==> config.mk <==
export PLATFORM = sky130hd
export DESIGN_NAME = lsu_stage_flat
export DESIGN_NICKNAME = d
export VERILOG_FILES = /design/src/rtl/lsu_stage_pkg.sv /design/src/rtl/lsu_stage_if.sv /design/src/rtl/lsu_load_align.sv /design/src/rtl/lsu_stage.sv /design/src/flat_wrapper.sv
export SDC_FILE = /design/constraint.sdc
export NUM_CORES = 1
export LEC_CHECK = 0
export ABC_CLOCK_PERIOD_IN_PS = 3800
export BUFFER_PORTS_ARGS = -buffer_cell sky130_fd_sc_hd__clkbuf_2
export CAP_MARGIN = 15
export CORE_AREA = 5 5 208 210
export CTS_CLUSTER_DIAMETER = 120
export DETAILED_ROUTE_END_ITERATION = 7
export DIE_AREA = 0 0 213 215
export SLEW_MARGIN = 0
export SYNTH_ARGS = -nofsm -noshare
export SYNTH_HDL_FRONTEND = slang
export SYNTH_SLANG_ARGS = --single-unit
export TNS_END_PERCENT = 20
==> constraint.sdc <==
create_clock -name clock -period 3.8 [get_ports clock]
set_input_delay 0.19 -clock clock [delete_from_list [all_inputs] [get_ports clock]]
set_output_delay 0.19 -clock clock [all_outputs]
set_load 0.05 [all_outputs]
==> src/rtl/lsu_stage_pkg.sv <==
// Shared definitions for the MEM-stage load/store unit: mem_op field layout,
// size encodings, FSM states and zero constants.
package lsu_stage_pkg;

  localparam int MEMOP_LOAD  = 4;
  localparam int MEMOP_STORE = 3;
  localparam int MEMOP_UNS   = 2;

  localparam logic [1:0] SZ_B = 2'd0;
  localparam logic [1:0] SZ_H = 2'd1;
  localparam logic [1:0] SZ_W = 2'd2;
  localparam logic [1:0] SZ_D = 2'd3;

  localparam logic [63:0] ZERO_PC  = 64'h0;
  localparam logic [63:0] ZERO_NUM = 64'h0;
  localparam logic [4:0]  ZERO_REG = 5'h0;

  typedef enum logic [2:0] {
    S_IDLE  = 3'd0,
    S_REQ   = 3'd1,
    S_WAIT  = 3'd2,
    S_DONE  = 3'd3,
    S_DRAIN = 3'd4
  } state_t;

  // Byte-enable pattern for an access of the given size at offset 0.
  function automatic logic [7:0] size_mask(input logic [1:0] sz);
    case (sz)
      SZ_B:    return 8'h01;
      SZ_H:    return 8'h03;
      SZ_W:    return 8'h0F;
      default: return 8'hFF;
    endcase
  endfunction

endpackage

==> src/rtl/lsu_stage_if.sv <==
// Data-memory request/response bus between the LSU (master) and memory (slave).
// Request: a transfer happens on a cycle where mem_req_valid & mem_req_ready;
// the master holds all request fields stable until then. Response: a one-cycle
// mem_resp_valid pulse, at most one outstanding, always accepted.
interface lsu_stage_if #(
  parameter int DATA_W = 64,
  parameter int PC_W   = 64
);
  logic              mem_req_valid;
  logic              mem_req_ready;
  logic [PC_W-1:0]   mem_req_addr;
  logic              mem_req_wen;
  logic [DATA_W-1:0] mem_req_wdata;
  logic [7:0]        mem_req_wmask;
  logic              mem_resp_valid;
  logic [DATA_W-1:0] mem_resp_rdata;

  modport master (
    output mem_req_valid, mem_req_addr, mem_req_wen, mem_req_wdata, mem_req_wmask,
    input  mem_req_ready, mem_resp_valid, mem_resp_rdata
  );

  modport slave (
    input  mem_req_valid, mem_req_addr, mem_req_wen, mem_req_wdata, mem_req_wmask,
    output mem_req_ready, mem_resp_valid, mem_resp_rdata
  );
endinterface

==> src/rtl/lsu_load_align.sv <==
// Extracts the addressed lane from an 8-byte read word and sign/zero-extends it.
module lsu_load_align
  import lsu_stage_pkg::*;
#(
  parameter int DATA_W = 64
) (
  input  logic [DATA_W-1:0] rdata,
  input  logic [2:0]        offset,
  input  logic [1:0]        size,
  input  logic              is_unsigned,
  output logic [DATA_W-1:0] data
);
  logic [DATA_W-1:0] lane;

  assign lane = rdata >> {offset, 3'b000};

  always_comb begin
    data = lane;
    case (size)
      SZ_B:    data = {{(DATA_W-8){~is_unsigned & lane[7]}}, lane[7:0]};
      SZ_H:    data = {{(DATA_W-16){~is_unsigned & lane[15]}}, lane[15:0]};
      SZ_W:    data = {{(DATA_W-32){~is_unsigned & lane[31]}}, lane[31:0]};
      default: data = lane;
    endcase
  end
endmodule

==> src/rtl/lsu_stage.sv <==
// MEM-stage load/store unit: takes one instruction from EX, performs the memory
// access if any, and presents the writeback result to the MEM/WB register.
module lsu_stage
  import lsu_stage_pkg::*;
#(
  parameter int DATA_W  = 64,
  parameter int PC_W    = 64,
  parameter int RADDR_W = 5
) (
  input  logic               clock,
  input  logic               reset,
  input  logic               flush,
  input  logic               in_valid,
  output logic               in_ready,
  input  logic [PC_W-1:0]    in_pc,
  input  logic               in_w_ena,
  input  logic [RADDR_W-1:0] in_w_addr,
  input  logic [DATA_W-1:0]  in_alu_res,
  input  logic [DATA_W-1:0]  in_store_data,
  input  logic [4:0]         in_mem_op,
  lsu_stage_if.master        mem,
  output logic               out_valid,
  input  logic               out_ready,
  output logic [PC_W-1:0]    out_pc,
  output logic               out_w_ena,
  output logic [RADDR_W-1:0] out_w_addr,
  output logic [DATA_W-1:0]  out_w_data,
  output state_t             dbg_state
);
  state_t             state_q, state_d;
  logic [PC_W-1:0]    pc_q;
  logic               w_ena_q;
  logic [RADDR_W-1:0] w_addr_q;
  logic [DATA_W-1:0]  alu_q;
  logic [DATA_W-1:0]  sdata_q;
  logic [DATA_W-1:0]  res_q;
  logic [4:0]         op_q;
  logic [DATA_W-1:0]  load_data;
  logic               accept;
  logic               in_is_mem;
  logic               req_active;

  assign in_is_mem  = in_mem_op[MEMOP_LOAD] | in_mem_op[MEMOP_STORE];
  assign in_ready   = (state_q == S_IDLE) | ((state_q == S_DONE) & out_ready);
  assign accept     = in_valid & in_ready & ~flush;
  assign req_active = (state_q == S_REQ);

  // Valids are gated by flush combinationally so a redirect kills them at once.
  assign out_valid         = (state_q == S_DONE) & ~flush;
  assign mem.mem_req_valid = req_active & ~flush;
  assign mem.mem_req_addr  = req_active ? {alu_q[PC_W-1:3], 3'b000} : PC_W'(ZERO_PC);
  assign mem.mem_req_wen   = req_active & op_q[MEMOP_STORE];
  assign mem.mem_req_wdata = req_active ? (sdata_q << {alu_q[2:0], 3'b000}) : DATA_W'(ZERO_NUM);
  assign mem.mem_req_wmask = req_active ? (size_mask(op_q[1:0]) << alu_q[2:0]) : 8'h00;

  assign out_pc     = pc_q;
  assign out_w_ena  = w_ena_q;
  assign out_w_addr = w_addr_q;
  assign out_w_data = res_q;
  assign dbg_state  = state_q;

  lsu_load_align #(.DATA_W(DATA_W)) u_load_align (
    .rdata       (mem.mem_resp_rdata),
    .offset      (alu_q[2:0]),
    .size        (op_q[1:0]),
    .is_unsigned (op_q[MEMOP_UNS]),
    .data        (load_data)
  );

  always_comb begin
    state_d = state_q;
    if (flush) begin
      case (state_q)
        S_REQ:   state_d = (mem.mem_req_valid && mem.mem_req_ready) ? S_DRAIN : S_IDLE;
        S_WAIT:  state_d = S_DRAIN;
        S_DRAIN: state_d = mem.mem_resp_valid ? S_IDLE : S_DRAIN;
        default: state_d = S_IDLE;
      endcase
    end else begin
      case (state_q)
        S_IDLE:  if (accept) state_d = in_is_mem ? S_REQ : S_DONE;
        S_REQ:   if (mem.mem_req_ready) state_d = S_WAIT;
        S_WAIT:  if (mem.mem_resp_valid) state_d = S_DONE;
        S_DONE:  if (out_ready) state_d = accept ? (in_is_mem ? S_REQ : S_DONE) : S_IDLE;
        S_DRAIN: if (mem.mem_resp_valid) state_d = S_IDLE;
        default: state_d = S_IDLE;
      endcase
    end
  end

  always_ff @(posedge clock) begin
    if (reset) begin
      state_q  <= S_IDLE;
      pc_q     <= PC_W'(ZERO_PC);
      w_ena_q  <= 1'b0;
      w_addr_q <= RADDR_W'(ZERO_REG);
      alu_q    <= DATA_W'(ZERO_NUM);
      sdata_q  <= DATA_W'(ZERO_NUM);
      res_q    <= DATA_W'(ZERO_NUM);
      op_q     <= 5'b00000;
    end else begin
      state_q <= state_d;
      if (accept) begin
        pc_q     <= in_pc;
        w_ena_q  <= in_w_ena;
        w_addr_q <= in_w_addr;
        alu_q    <= in_alu_res;
        sdata_q  <= in_store_data;
        op_q     <= in_mem_op;
        res_q    <= in_is_mem ? DATA_W'(ZERO_NUM) : in_alu_res;
      end else if ((state_q == S_WAIT) && mem.mem_resp_valid && !flush) begin
        res_q <= op_q[MEMOP_LOAD] ? load_data : DATA_W'(ZERO_NUM);
      end
    end
  end
endmodule

==> src/flat_wrapper.sv <==
// flat-port wrapper written by rule: the top's interface ports become plain ports
module lsu_stage_flat import lsu_stage_pkg::*;
#(
  parameter int DATA_W  = 64,
  parameter int PC_W    = 64,
  parameter int RADDR_W = 5
)
  (clock, reset, flush, in_valid, in_ready, in_pc, in_w_ena, in_w_addr, in_alu_res, in_store_data, in_mem_op, out_valid, out_ready, out_pc, out_w_ena, out_w_addr, out_w_data, dbg_state, mem_mem_req_valid, mem_mem_req_addr, mem_mem_req_wen, mem_mem_req_wdata, mem_mem_req_wmask, mem_mem_req_ready, mem_mem_resp_valid, mem_mem_resp_rdata);
  lsu_stage_if #(.DATA_W(DATA_W), .PC_W(PC_W)) mem_i ();
  input  logic clock;
  input  logic reset;
  input  logic flush;
  input  logic in_valid;
  output logic in_ready;
  input  logic [PC_W-1:0] in_pc;
  input  logic in_w_ena;
  input  logic [RADDR_W-1:0] in_w_addr;
  input  logic [DATA_W-1:0] in_alu_res;
  input  logic [DATA_W-1:0] in_store_data;
  input  logic [4:0] in_mem_op;
  output logic out_valid;
  input  logic out_ready;
  output logic [PC_W-1:0] out_pc;
  output logic out_w_ena;
  output logic [RADDR_W-1:0] out_w_addr;
  output logic [DATA_W-1:0] out_w_data;
  output state_t dbg_state;
  output wire logic [$bits(mem_i.mem_req_valid)-1:0] mem_mem_req_valid;
  output wire logic [$bits(mem_i.mem_req_addr)-1:0] mem_mem_req_addr;
  output wire logic [$bits(mem_i.mem_req_wen)-1:0] mem_mem_req_wen;
  output wire logic [$bits(mem_i.mem_req_wdata)-1:0] mem_mem_req_wdata;
  output wire logic [$bits(mem_i.mem_req_wmask)-1:0] mem_mem_req_wmask;
  input wire logic [$bits(mem_i.mem_req_ready)-1:0] mem_mem_req_ready;
  input wire logic [$bits(mem_i.mem_resp_valid)-1:0] mem_mem_resp_valid;
  input wire logic [$bits(mem_i.mem_resp_rdata)-1:0] mem_mem_resp_rdata;
  assign mem_mem_req_valid = mem_i.mem_req_valid;
  assign mem_mem_req_addr = mem_i.mem_req_addr;
  assign mem_mem_req_wen = mem_i.mem_req_wen;
  assign mem_mem_req_wdata = mem_i.mem_req_wdata;
  assign mem_mem_req_wmask = mem_i.mem_req_wmask;
  assign mem_i.mem_req_ready = mem_mem_req_ready;
  assign mem_i.mem_resp_valid = mem_mem_resp_valid;
  assign mem_i.mem_resp_rdata = mem_mem_resp_rdata;
  lsu_stage #(.DATA_W(DATA_W), .PC_W(PC_W), .RADDR_W(RADDR_W)) u_core (.clock(clock), .reset(reset), .flush(flush), .in_valid(in_valid), .in_ready(in_ready), .in_pc(in_pc), .in_w_ena(in_w_ena), .in_w_addr(in_w_addr), .in_alu_res(in_alu_res), .in_store_data(in_store_data), .in_mem_op(in_mem_op), .mem(mem_i), .out_valid(out_valid), .out_ready(out_ready), .out_pc(out_pc), .out_w_ena(out_w_ena), .out_w_addr(out_w_addr), .out_w_data(out_w_data), .dbg_state(dbg_state));
endmodule
# --- Word-level counts from Yosys, hierarchy flattened ---
# Index checks and enable logic that the tools add are counted.
totals:
  ff_bits: 270
  inputBits: 274
  out_inout_bits: 277
  elab_cells: 64
classes:
  eq_ne: 11
  shifts: 3
  muxes: 21
  bitwise: 13
  n_reduce_logical: 8
op_table:
  columns: ["cell", "n"]
  rows:
  - ["64-bit 2-to-1 mux", 6]
  - ["64-bit one-hot mux with 3 select lines", 1]
  - ["64-bit by 6-bit left shift with 64-bit output", 1]
  - ["64-bit by 6-bit right shift with 64-bit output", 1]
  - ["3-bit 2-to-1 mux", 9]
  - ["8-bit one-hot mux with 3 select lines", 1]
  - ["3-bit one-hot mux with 5 select lines", 1]
  - ["3-bit inequality test, second input constant", 4]
  - ["1-bit bitwise AND", 9]
  - ["3-bit one-hot mux with 3 select lines", 1]
  - ["8-bit 2-to-1 mux", 1]
  - ["8-bit by 3-bit left shift with 8-bit output", 1]
  - ["3-bit by 2-bit equality test with 1-bit output, second input constant", 2]
  - ["5-bit AND reduction", 1]
  - ["3-bit by 1-bit equality test with 1-bit output, second input constant", 1]
  - ["3-bit equality test, second input constant", 1]
  - ["1-bit logical AND", 3]
  - ["3-bit logical NOT", 1]
  - ["3-bit by 2-bit inequality test with 1-bit output, second input constant", 1]
  - ["2-bit by 1-bit equality test with 1-bit output, second input constant", 1]
  - ["2-bit equality test, second input constant", 1]
  - ["2-bit logical NOT", 1]
  - ["2-bit 2-to-1 mux", 1]
  - ["1-bit NOT", 2]
  - ["other kinds (3)", 4]

# --- Longest topological paths before layout ---
logic_depth:
  ltp_word: 9
  depth_mapped: 10
  depth_no_buf: 6

# --- Modules after synthesis ---
# From an unflattened synthesis, not the netlist that was laid out.
hier_totals:
  hier_cells: 1840
  hier_area_um2: 15359.7
modules_own_cells:
  columns: ["mod", "n_inst", "cells_per_inst", "area_each_um2", "seq_area_each_um2"]
  rows:
  - ["lsu_stage", 1, 1576, 13060.0, 5405.2]
  - ["lsu_load_align", 1, 264, 2299.7, 0.0]

# --- Least setup slack after synthesis ---
# Ideal clock, no wire load.
synth_path:
  kind: "reg2out"
  start: "reg u_core.alu_q[1]"
  end: "out mem_mem_req_wmask[5]"
  t_arrival_ns: 2.823
  required_ns: 3.610
  setup_slack_ns: 0.787
  stages_incl_launch_ff: 9
  n_path_buf: 6
  path_cell_list: "dfxtp_1 buf_2 buf_2 buf_4 buf_2 buf_4 buf_2 o22ai_1 a211oi_1"
synth_via:
  elab_chain_cells: 2
synth_lines:
  columns: ["element", "line", "source"]
  rows:
  - ["start, declared", "lsu_stage.sv:34", "logic [DATA_W-1:0] alu_q;"]
  - ["start signal, assigned", "lsu_stage.sv:97", "alu_q <= DATA_W'(ZERO_NUM);"]
  - ["start signal, assigned", "lsu_stage.sv:107", "alu_q <= in_alu_res;"]
  - ["8-bit by 3-bit left shift with 8-bit output", "lsu_stage.sv:54", "assign mem.mem_req_wmask = req_active ? (size_mask(op_q[1:0]) << alu_q[2:0]) : 8'h00;"]
  - ["8-bit 2-to-1 mux", "lsu_stage.sv:54", null]
  - ["end, declared", "flat_wrapper.sv:32", "output wire logic [$bits(mem_i.mem_req_wmask)-1:0] mem_mem_req_wmask;"]
# Every way passes these cells.

# --- Worst setup path after layout ---
layout_path:
  start: "reg u_core.state_q[0] (netlist: u_core.dbg_state[0])"
  end: "out mem_mem_req_wmask[1]"
layout_via:
  elab_chain_cells: 2
layout_lines:
  columns: ["element", "line", "source"]
  rows:
  - ["start, declared", "lsu_stage.sv:30", "state_t state_q, state_d;"]
  - ["start signal, assigned", "lsu_stage.sv:102", "state_q <= state_d;"]
  - ["3-bit by 1-bit equality test with 1-bit output", "lsu_stage.sv:46", "assign req_active = (state_q == S_REQ);"]
  - ["8-bit 2-to-1 mux", "lsu_stage.sv:54", null]
# Every way passes these cells.

==> results.cfg <==
[clock_tree]
cts_buffers = 31
clk_pin_slew_ps = 60
cts_root_buf = clkbuf_16
cts_sinks = 270
cts_htree_levels = 1
cts_buffer_depth = 3
ctsResizeCount = 0
cts_tree = done
worstSkewPairLatency_ps = 580

[timing]
slew_headroom = 0.379
finalClockSkew_ps = 18.4
tns_ps = 0
hold_ws_ps = 126
max_freq_ghz = 0.292
post-route-period-util = 0.900
setup_viol = 0
hold_viol = 0
worst_pin_slew_ps = 931
rsz0062_at_grt = false
slew_violations = 0
finalCriticalPeriod_ps = 3420

[synthesis]
synth_warnings = 0
syn_inst = 1929
synth-edff-count = 0
avgSynthCellArea_um2 = 7.54
syn-cell-area_um2 = 14500
ys_async_sr_fraction = 0
ys.flop_type = dfxtp_1
synth.distinct_cells = 51
ys_ff_latch = 270
ys_seq_area_frac = 0.372

[cells_and_area]
multiInputGateArea_um2 = 8370
layout-drive-gt1-share = 0.274
fin_cells = 3132
area_delta_synth_final_pct = 41.7
final_common_cell = clkbuf_2
fin_nets = 2837
final_cell_mix = 546 x clkbuf_2, 516 x nand2_1, 304 x a21oi_1
utilization = 0.498
seq_area_um2 = 5410
n_fill_cell = 4019
fin_area_um2 = 20600

[setup_path]
path_cells = nand2b_1 -> or2_2 -> or3_1 -> a21oi_1 -> clkbuf_2
cp_max_fo = 31
crit_path_end_kind = output port
cpPeakStageDelay_ps = 570
cp-start-kind = flip-flop
slowest_stage = or2_2
crit_type = reg2out
required_ps = 3610
critPathArrivalTime_ps = 3230

[die]
fp.dieH_um = 215
start_util = 0.352
rows = 75
core-area_um2 = 41400
die_area_um2 = 45800
fp.dieW_um = 213
num_io_pins = 551

[routing]
postRouteAntennaNets = 0
first_pass_iters = 6
via_per_inst = 5.37
drc = 0
dr_total_vias = 16815
top_layer_used = met5
met3_length_um = 6030
drt-met1-wl_um = 26300
drtIter0Drc = 1384
routed-wl-met2_um = 31100
routed_wl_um = 66500
wl_per_cell_um = 21.2

[global_route]
grt_usage = 0.271
overflow = 0
grt_max_degree = 204
antenna_found_initial = 14
grt_first_pass_wirelength_um = 98100
grt_pass1_vias = 16258

[placed_design]
gp_congestion = 1.01
place_inst = 2864
place_area_um2 = 17500
portBuffers = 547
place_hpwl_um = 47800

[power_and_ir_drop]
power.density_nw_per_um2 = 395
ir_drop_mv = 0.324
power_leakage_uw = 0.00863

[outcome]
status = complete, no violations

[job]
cap_violations = 0

[hold_path]
holdCritPathClass = in2reg
-- through the flow --
step / power, µW / setup slack [ps]
2_1_floorplan: 4370 / 787
3_3_place_gp: 4960 / 1080
3_5_place_dp: 4980 / 1020
4_1_cts: 8200 / 372
5_1_grt: 8480 / 264
6_report: 8140 / 378
-- state kept, by name, indices dropped and copies added, names as in the netlist --
register,cells
u_core.out_w_ena,1
u_core.op_q,5
u_core.sdata_q,64
u_core.alu_q,64
u_core.out_pc,64
u_core.out_w_addr,5
u_core.dbg_state,3
u_core.out_w_data,64
-- timing repair --
item                      in CTS  in global routing
hold endpoints to repair     238                  0
hold buffers                 205                  0
buffers inserted               0                  0
-- cells in the mapped netlist, drive strengths merged (3+ instances only) --
cell	n	share of area
dfxtp	270	0.37
a31oi	16	0.0069
o22a	8	0.0048
o21bai	3	0.0015
and3	19	0.0082
nand2	516	0.13
a211oi	28	0.014
nand3	6	0.0021
mux2	42	0.033
nor2b	16	0.0069
mux2i	80	0.055
nand2b	7	0.0030
or2	3	0.0013
a21oi	304	0.10
a311oi	5	0.0030
buf	75	0.026
a311o	15	0.010
nor3	17	0.0058
inv	10	0.0026
a221oi	24	0.014
clkbuf	103	0.027
nor3b	9	0.0046
and2	73	0.031
o21ai	47	0.016
mux4	33	0.051
nor2	162	0.042
o22ai	14	0.0060
-- per-layer routing --
metal | vias up | track usage
met5 | - | 0
met2 | 817 | 0.449
met1 | 7934 | 0.339
li1 | 7900 | -
met3 | 156 | 0.0675
met4 | 8 | 0.107
-- critical path, delay by kind of cell (launching register included) --
family | cells | cell delay (ps)
simple gates | 3 | 1330
flops | 1 | 500
compound gates | 1 | 420
buf+inv | 1 | 370
-- kinds of logic after synthesis --
group | count (synthesis) | share of synthesized area
AOI/OAI and AO/OA | 480 | 0.193
buffers and inverters | 189 | 0.0556
DFF | 270 | 0.372
muxes | 155 | 0.139
other | 1 | 0.000258
and+or+nand+nor | 834 | 0.241
-- final cells by class --
| type | count | area share |
|---|---|---|
| clock inverters | 12 | 0.00601 |
| flip-flops and latches | 270 | 0.263 |
| multi-input cells | 1472 | 0.406 |
| inverters | 11 | 0.00200 |
| clock buffers | 45 | 0.0436 |
| well taps | 539 | 0.0327 |
| repair buffers | 777 | 0.246 |
| diodes | 6 | 0.000728 |
-- where the power goes --
group          internal, µW  switching [µW]  leakage, µW  total, µW
clock network          1780            1250     0.000505       3030
registers              3010             147      0.00221       3150
logic                   679            1280      0.00592       1960
-- final timing paths --
| check | cells after the start | from | slack, ps | to |
|---|---|---|---|---|
| worst max-delay path | 5 | u_core.dbg_state[0] | 380 | mem_mem_req_wmask[1] |
| worst min-delay path | 5 | mem_mem_resp_rdata[35] | 130 | u_core.out_w_data[19] |
| worst max register to register | 4 | u_core.dbg_state[1] | 1010 | u_core.out_w_data[22] |
| worst min register to register | 2 | u_core.alu_q[8] | 450 | u_core.alu_q[8] |
(Power assumes the default switching activity.)
